**config.mk**
```make
export PLATFORM = sky130hd
export DESIGN_NAME = pc_fetch_unit
export DESIGN_NICKNAME = d
export VERILOG_FILES = /design/src/rtl/mips_pkg.sv /design/src/rtl/pc_fetch_unit_next_pc_calc.sv /design/src/rtl/pc_fetch_unit.sv
export SDC_FILE = /design/constraint.sdc
export NUM_CORES = 1
export LEC_CHECK = 0
export CAP_MARGIN = 20
export CORE_UTILIZATION = 30
export DETAILED_ROUTE_END_ITERATION = 12
export PLACE_DENSITY = 0.59
export SYNTH_ARGS = -nofsm -noshare
export SYNTH_HDL_FRONTEND = slang
export SYNTH_SLANG_ARGS = --single-unit
```
**constraint.sdc**
```tcl
create_clock -name clk -period 3.77 [get_ports clk]
set_input_delay 0.9425 -clock clk [delete_from_list [all_inputs] [get_ports clk]]
set_output_delay 0.9425 -clock clk [all_outputs]
set_load 0.02 [all_outputs]
```
**src/rtl/mips_pkg.sv**
```systemverilog
// Shared types and constants for the MIPS fetch path.
//  - fetch_state_t : fetch sequencer state encoding
//  - FAULT_*       : values reported on fault_code
//  - DEFAULT_*     : default parameter values for pc_fetch_unit
package mips_pkg;

    typedef enum logic [2:0] {
        ST_IDLE  = 3'd0,
        ST_FETCH = 3'd1,
        ST_EXEC  = 3'd2,
        ST_HALT  = 3'd3,
        ST_FAULT = 3'd4
    } fetch_state_t;

    localparam logic [1:0] FAULT_NONE     = 2'b00;
    localparam logic [1:0] FAULT_TIMEOUT  = 2'b01;
    localparam logic [1:0] FAULT_MISALIGN = 2'b10;
    localparam logic [1:0] FAULT_ILLEGAL  = 2'b11;

    localparam int          DEFAULT_ADDR_W   = 32;
    localparam logic [31:0] DEFAULT_RESET_PC = 32'h0000_0000;
    localparam int          DEFAULT_MAX_WAIT = 16;

    // Word alignment check on the two low address bits.
    function automatic logic is_misaligned(input logic [1:0] lsb);
        return (lsb != 2'b00);
    endfunction

endpackage

```
**src/rtl/pc_fetch_unit_next_pc_calc.sv**
```systemverilog
// Combinational next-PC selection for the EXEC cycle.
// Ports:
//  i_pc_plus4  in  ADDR_W  sequential successor of the current PC
//  i_instr     in  32      latched instruction (jump index / branch immediate)
//  i_branch    in  1       conditional branch
//  i_jump      in  1       j/jal
//  i_pcsrc     in  1       non-sequential PC (jr when jump=0)
//  i_alu_zero  in  1       branch condition
//  i_rs_data   in  32      jr target
//  o_target    out ADDR_W  selected next PC
//  o_misalign  out 1       selected target is not word aligned
//  o_illegal   out 1       branch and pcsrc asserted together
module next_pc_calc
    import mips_pkg::*;
#(
    parameter int ADDR_W = DEFAULT_ADDR_W
) (
    input  logic [ADDR_W-1:0] i_pc_plus4,
    input  logic [31:0]       i_instr,
    input  logic              i_branch,
    input  logic              i_jump,
    input  logic              i_pcsrc,
    input  logic              i_alu_zero,
    input  logic [31:0]       i_rs_data,
    output logic [ADDR_W-1:0] o_target,
    output logic              o_misalign,
    output logic              o_illegal
);

    logic [ADDR_W-1:0] w_jr_target;
    logic [ADDR_W-1:0] w_j_target;
    logic [ADDR_W-1:0] w_br_offset;
    logic [ADDR_W-1:0] w_br_target;
    logic              w_unused_ok;

    assign w_jr_target = i_rs_data[ADDR_W-1:0];
    // Jump keeps the top nibble of the sequential PC (region-relative jump).
    assign w_j_target  = {i_pc_plus4[ADDR_W-1:28], i_instr[25:0], 2'b00};
    assign w_br_offset = {{(ADDR_W-18){i_instr[15]}}, i_instr[15:0], 2'b00};
    // Wraps modulo 2^ADDR_W by construction.
    assign w_br_target = i_pc_plus4 + w_br_offset;
    assign w_unused_ok = &{1'b0, i_instr[31:26]};

    // Priority target select: jr, then j/jal, then taken branch, then sequential.
    always_comb begin
        o_target = i_pc_plus4;
        if (i_pcsrc && !i_jump) begin
            o_target = w_jr_target;
        end else if (i_pcsrc && i_jump) begin
            o_target = w_j_target;
        end else if (i_branch && i_alu_zero) begin
            o_target = w_br_target;
        end else begin
            o_target = i_pc_plus4;
        end
    end

    assign o_misalign = is_misaligned(o_target[1:0]);
    assign o_illegal  = i_branch & i_pcsrc;

endmodule

```
**src/rtl/pc_fetch_unit.sv**
```systemverilog
// Program counter and instruction-fetch sequencer for the single-cycle MIPS core.
// Fetches the word at PC over a req/ready handshake, holds it on o_instr for the
// control unit, then in the EXEC cycle loads the next PC from the control inputs.
// Ports:
//  clk, rst_n           clock, asynchronous active-low reset
//  o_imem_req/addr      fetch request and address (address is the PC)
//  i_imem_ready/rdata   fetch response
//  o_instr/o_instr_valid latched instruction, valid during EXEC
//  i_branch/jump/pcsrc  control-unit PC selection
//  i_alu_zero, i_rs_data branch condition and jr target
//  i_halt               stop after the instruction in EXEC
//  o_pc, o_pc_plus4     current PC and jal link value
//  o_fault, o_fault_code sticky fault and its cause
module pc_fetch_unit
    import mips_pkg::*;
#(
    parameter int                ADDR_W   = DEFAULT_ADDR_W,
    parameter logic [ADDR_W-1:0] RESET_PC = DEFAULT_RESET_PC[ADDR_W-1:0],
    parameter int                MAX_WAIT = DEFAULT_MAX_WAIT
) (
    input  logic              clk,
    input  logic              rst_n,
    output logic              o_imem_req,
    output logic [ADDR_W-1:0] o_imem_addr,
    input  logic              i_imem_ready,
    input  logic [31:0]       i_imem_rdata,
    output logic [31:0]       o_instr,
    output logic              o_instr_valid,
    input  logic              i_branch,
    input  logic              i_jump,
    input  logic              i_pcsrc,
    input  logic              i_alu_zero,
    input  logic [31:0]       i_rs_data,
    input  logic              i_halt,
    output logic [ADDR_W-1:0] o_pc,
    output logic [ADDR_W-1:0] o_pc_plus4,
    output logic              o_fault,
    output logic [1:0]        o_fault_code
);

    localparam int CNT_W = (MAX_WAIT > 1) ? $clog2(MAX_WAIT) : 1;
    localparam logic [CNT_W-1:0] WAIT_LAST = CNT_W'(MAX_WAIT - 1);

    fetch_state_t      r_state;
    logic [ADDR_W-1:0] r_pc;
    logic [31:0]       r_instr;
    logic [CNT_W-1:0]  r_wait_cnt;
    logic              r_imem_req;
    logic              r_instr_valid;
    logic              r_fault;
    logic [1:0]        r_fault_code;

    logic [ADDR_W-1:0] w_pc_plus4;
    logic [ADDR_W-1:0] w_target;
    logic              w_misalign;
    logic              w_illegal;

    assign w_pc_plus4 = r_pc + {{(ADDR_W-3){1'b0}}, 3'b100};

    next_pc_calc #(
        .ADDR_W (ADDR_W)
    ) u_next_pc (
        .i_pc_plus4 (w_pc_plus4),
        .i_instr    (r_instr),
        .i_branch   (i_branch),
        .i_jump     (i_jump),
        .i_pcsrc    (i_pcsrc),
        .i_alu_zero (i_alu_zero),
        .i_rs_data  (i_rs_data),
        .o_target   (w_target),
        .o_misalign (w_misalign),
        .o_illegal  (w_illegal)
    );

    // Fetch/execute sequencer; req/valid/fault are registered alongside the state.
    always_ff @(posedge clk or negedge rst_n) begin
        if (!rst_n) begin
            r_state       <= ST_IDLE;
            r_pc          <= RESET_PC;
            r_instr       <= 32'h0000_0000;
            r_wait_cnt    <= '0;
            r_imem_req    <= 1'b0;
            r_instr_valid <= 1'b0;
            r_fault       <= 1'b0;
            r_fault_code  <= FAULT_NONE;
        end else begin
            case (r_state)
                ST_IDLE: begin
                    r_state    <= ST_FETCH;
                    r_imem_req <= 1'b1;
                end
                ST_FETCH: begin
                    if (i_imem_ready) begin
                        r_instr       <= i_imem_rdata;
                        r_wait_cnt    <= '0;
                        r_state       <= ST_EXEC;
                        r_imem_req    <= 1'b0;
                        r_instr_valid <= 1'b1;
                    end else if (r_wait_cnt == WAIT_LAST) begin
                        // Last permitted waiting cycle without a response.
                        r_state      <= ST_FAULT;
                        r_imem_req   <= 1'b0;
                        r_fault      <= 1'b1;
                        r_fault_code <= FAULT_TIMEOUT;
                    end else begin
                        r_wait_cnt <= r_wait_cnt + {{(CNT_W-1){1'b0}}, 1'b1};
                    end
                end
                ST_EXEC: begin
                    r_instr_valid <= 1'b0;
                    if (w_illegal) begin
                        r_state      <= ST_FAULT;
                        r_fault      <= 1'b1;
                        r_fault_code <= FAULT_ILLEGAL;
                    end else if (w_misalign) begin
                        r_state      <= ST_FAULT;
                        r_fault      <= 1'b1;
                        r_fault_code <= FAULT_MISALIGN;
                    end else begin
                        r_pc <= w_target;
                        if (i_halt) begin
                            r_state <= ST_HALT;
                        end else begin
                            r_state    <= ST_FETCH;
                            r_imem_req <= 1'b1;
                        end
                    end
                end
                ST_HALT: begin
                    r_state <= ST_HALT;
                end
                ST_FAULT: begin
                    r_state <= ST_FAULT;
                end
                default: begin
                    // Corrupted state encoding: park in a safe terminal state.
                    r_state       <= ST_FAULT;
                    r_imem_req    <= 1'b0;
                    r_instr_valid <= 1'b0;
                    r_fault       <= 1'b1;
                    r_fault_code  <= FAULT_ILLEGAL;
                end
            endcase
        end
    end

    assign o_imem_req    = r_imem_req;
    assign o_imem_addr   = r_pc;
    assign o_instr       = r_instr;
    assign o_instr_valid = r_instr_valid;
    assign o_pc          = r_pc;
    assign o_pc_plus4    = w_pc_plus4;
    assign o_fault       = r_fault;
    assign o_fault_code  = r_fault_code;

endmodule
```
==> impl_metrics.json <==
{
  "outcome": "completed",
  "worst-path-stages": 8,
  "worstReg2RegStart": "o_imem_addr[10]$_DFFE_PN0P_",
  "pin_count": 205,
  "antenna_cells": 0,
  "ys_ff_latch": 76,
  "synth_top_family_by_area": "compound AO/OA/AOI/OAI gates",
  "htree_num_levels": 3,
  "ir_drop_uv": 437,
  "critPathCaptureType": "primary output",
  "total_power_uw": 9370,
  "cts_tree": "done",
  "tightest_slew_ps": 702,
  "drtPass1Iterations": 5,
  "crit-reg2reg-capture": "o_imem_addr[30]$_DFFE_PN0P_",
  "synth.most_common_cell": "dfrtp_1",
  "synth_top_area_share_pct": 30.4,
  "hold_path.class": "in -> async",
  "r2r_setup_slack_ps": 170,
  "grt_pass1_vias": 6227,
  "clkTransAtPathRegs_ps": 70,
  "slowest_stage": "or4_4",
  "slew_violations": 0,
  "overflow": 0,
  "vias": 6314,
  "die_h_microns": 146,
  "antenna_found_initial": 0,
  "placedCellCount": 1201,
  "yosysSeqAreaShare_pct": 30.4,
  "rsz0062_at_grt": "true",
  "setup_viol": 0,
  "grt_pass1_wl_microns": 34200,
  "yosys.area.top_type": "dfrtp_1",
  "cts.sinks": 76,
  "synth_xor_area_share_pct": 7.13,
  "finalCriticalPeriod_ps": 3640,
  "top_usage_layer": "met2",
  "met1_usage_pct": 26.1,
  "synth-simple-area-share_pct": 17.1,
  "required_ps": 2830,
  "cp_max_fo": 3,
  "leakagePower_uw": 0.00405,
  "nets": 1063,
  "fin_worst_skew_ps": 10.1,
  "synthAdderAreaFrac_pct": 7.73,
  "drive_above_1_share_pct": 20.5,
  "clkLatencyLatePin_ps": 360,
  "max_cap_violations": 0,
  "antenna_left": 0,
  "num_rows": 52,
  "crit_arrival_ps": 2700,
  "worst_slack_ps": 128,
  "drt_iter0_drc": 333,
  "netlist_instances": 724,
  "fmax_ghz": 0.275,
  "synth_area_sq_mm": 0.00625,
  "grt.met3_usage_pct": 5.09,
  "cp_top_family": "simple AND/OR/NAND/NOR gates",
  "drt_wl_total_microns": 22000,
  "start_kind": "register",
  "grt_usage_pct": 20.4,
  "power.density_mw_per_mm2": 992,
  "gp_congestion": 0.912,
  "max_stage_delay_ps": 520,
  "synth_common_cells": "dfrtp_1, nand2_1, nor2_1",
  "syn_area_per_cell_sq_um": 8.63,
  "setup_tns_ps": 0,
  "viasPerCell": 5.14,
  "synth-edff-count": 0,
  "muxShareOfSynthArea_pct": 10.6,
  "global_route.usage.met2_pct": 33.8,
  "r2r_cells": 14,
  "drc": 0,
  "hold_violations": 0,
  "dp_worst_setup_slack_ps": 24.8,
  "ys_async_sr_fraction_pct": 100,
  "ys_warn_count": 0,
  "dp_hpwl_microns": 16700,
  "holdBufCountCts": 0,
  "synth_flop_cell": "dfrtp_1",
  "synth-compound-area-share_pct": 19.7,
  "initial_utilization_pct": 30.8,
  "routedWlPerCell_microns": 17.9,
  "syn_nets": 834,
  "fp.dieArea_sq_mm": 0.0214,
  "ys_types": 71,
  "clockRootBuffer": "clkbuf_16",
  "min_period_over_period_pct": 96.6,
  "die_w_microns": 146,
  "crit_type": "reg -> out",
  "synthTopCellsByArea": "dfrtp_1, ha_1, mux2_2, a21oi_1, xnor2_1",
  "cts_buffers": 9,
  "finalNonFillerCells": 1228,
  "crit_buf_inv": 3,
  "area_delta_synth_final_pct": 51.2,
  "grt_max_degree": 77,
  "crit_chain": "nand4_4, or2_4, or3_4, buf_4, or4_4, xor2_2, inv_1, dlygate4sd2_1",
  "relSlewSlack_pct": 53.2,
  "io_buffers": 204,
  "clock_path_buffers": 2,
  "coreArea_sq_mm": 0.0203
}
flip-flops by register name, indices dropped and copies added, names as in the netlist:
name           count
o_imem_addr       32
o_instr           32
r_wait_cnt         4
r_state            3
o_fault_code       2
o_fault            1
o_imem_req         1
o_instr_valid      1
through the flow:
step / instance area, sq um / hold WS, ps / util (%)
6_report: 9450 / 436 / 46.6
5_1_grt: 9450 / 444 / 46.6
4_1_cts: 9190 / 476 / 45.3
3_5_place_dp: 8870 / 459 / 43.7
3_3_place_gp: 8870 / 454 / 43.7
2_1_floorplan: 6340 / 497 / -
worst max path at each step:
| stage | end | slack [ps] | from |
|---|---|---|---|
| final | o_pc_plus4[31] | 130 | o_imem_addr[10]$_DFFE_PN0P_ |
| after global routing | o_imem_addr[21]$_DFFE_PN0P_ | -30 | o_imem_addr[3]$_DFFE_PN0P_ |
| after CTS | o_pc_plus4[25] | 10 | o_imem_addr[3]$_DFFE_PN0P_ |
| after detailed placement | o_imem_addr[30]$_DFFE_PN0P_ | 20 | o_imem_addr[7]$_DFFE_PN0P_ |
| after global placement | o_imem_addr[30]$_DFFE_PN0P_ | 90 | o_imem_addr[7]$_DFFE_PN0P_ |
| after floorplan | o_imem_addr[30]$_DFFE_PN0P_ | -20 | o_imem_addr[7]$_DFFE_PN0P_ |
where the power goes:
part / total (uW) / switching (uW) / internal (uW)
logic: 6780 / 3510 / 3270
registers: 1650 / 460 / 1190
clock network: 943 / 418 / 525
total: 9370 / 4390 / 4980
kinds of logic (layout without fill, tap and decap cells):
logic type | count (synthesis) | in the layout
buf+inv | 85 | 319
simple gates | 218 | 218
fa+ha+maj | 38 | 38
mux | 61 | 61
xor+xnor | 50 | 50
flops | 76 | 76
compound gates | 196 | 196
metal layers:
layer  part of all wire, %  up-vias
met5                     0        -
met4                   1.6        0
met3                   6.8       24
met2                    48      221
met1                    44     3021
li1                      -     3048
final cells by class:
class                   count  area [sq um]
clock buffers               9           225
clock inverters             7          81.3
fillers                  1973         10800
inverters                  21          78.8
multi-input cells         563          4150
flip-flops and latches     76          1910
well taps                 270           338
repair buffers            282          2660
cells in the final DEF, fill, tap and decap left out, types with 5 or more instances in the layout:
cell type          n
a211oi_1          17
a21o_1            18
a21oi_1           53
a31oi_1            5
and2_1             6
buf_4             76
clkbuf_16          9
clkdlybuf4s50_1  191
dfrtp_1           69
dfrtp_2            7
dlygate4sd2_1      6
ha_1              32
inv_1             20
mux2_2            40
mux2i_1           21
nand2_1           61
nand2b_1           7
nand3_1           17
nand4_1           13
nor2_1            54
nor2b_1            6
nor3_1            14
o211ai_1           5
o21ai_0           46
o21ai_1            5
xnor2_1           24
xnor2_2            7
xor2_1            16
timing repair:
action                                  CTS  global route
setup buffers                             0            10
endpoints found under the setup margin    8            20
gates resized for setup                   8            36
pin swaps                                 0            20
Note: power is estimated with default switching activity, not from simulation.
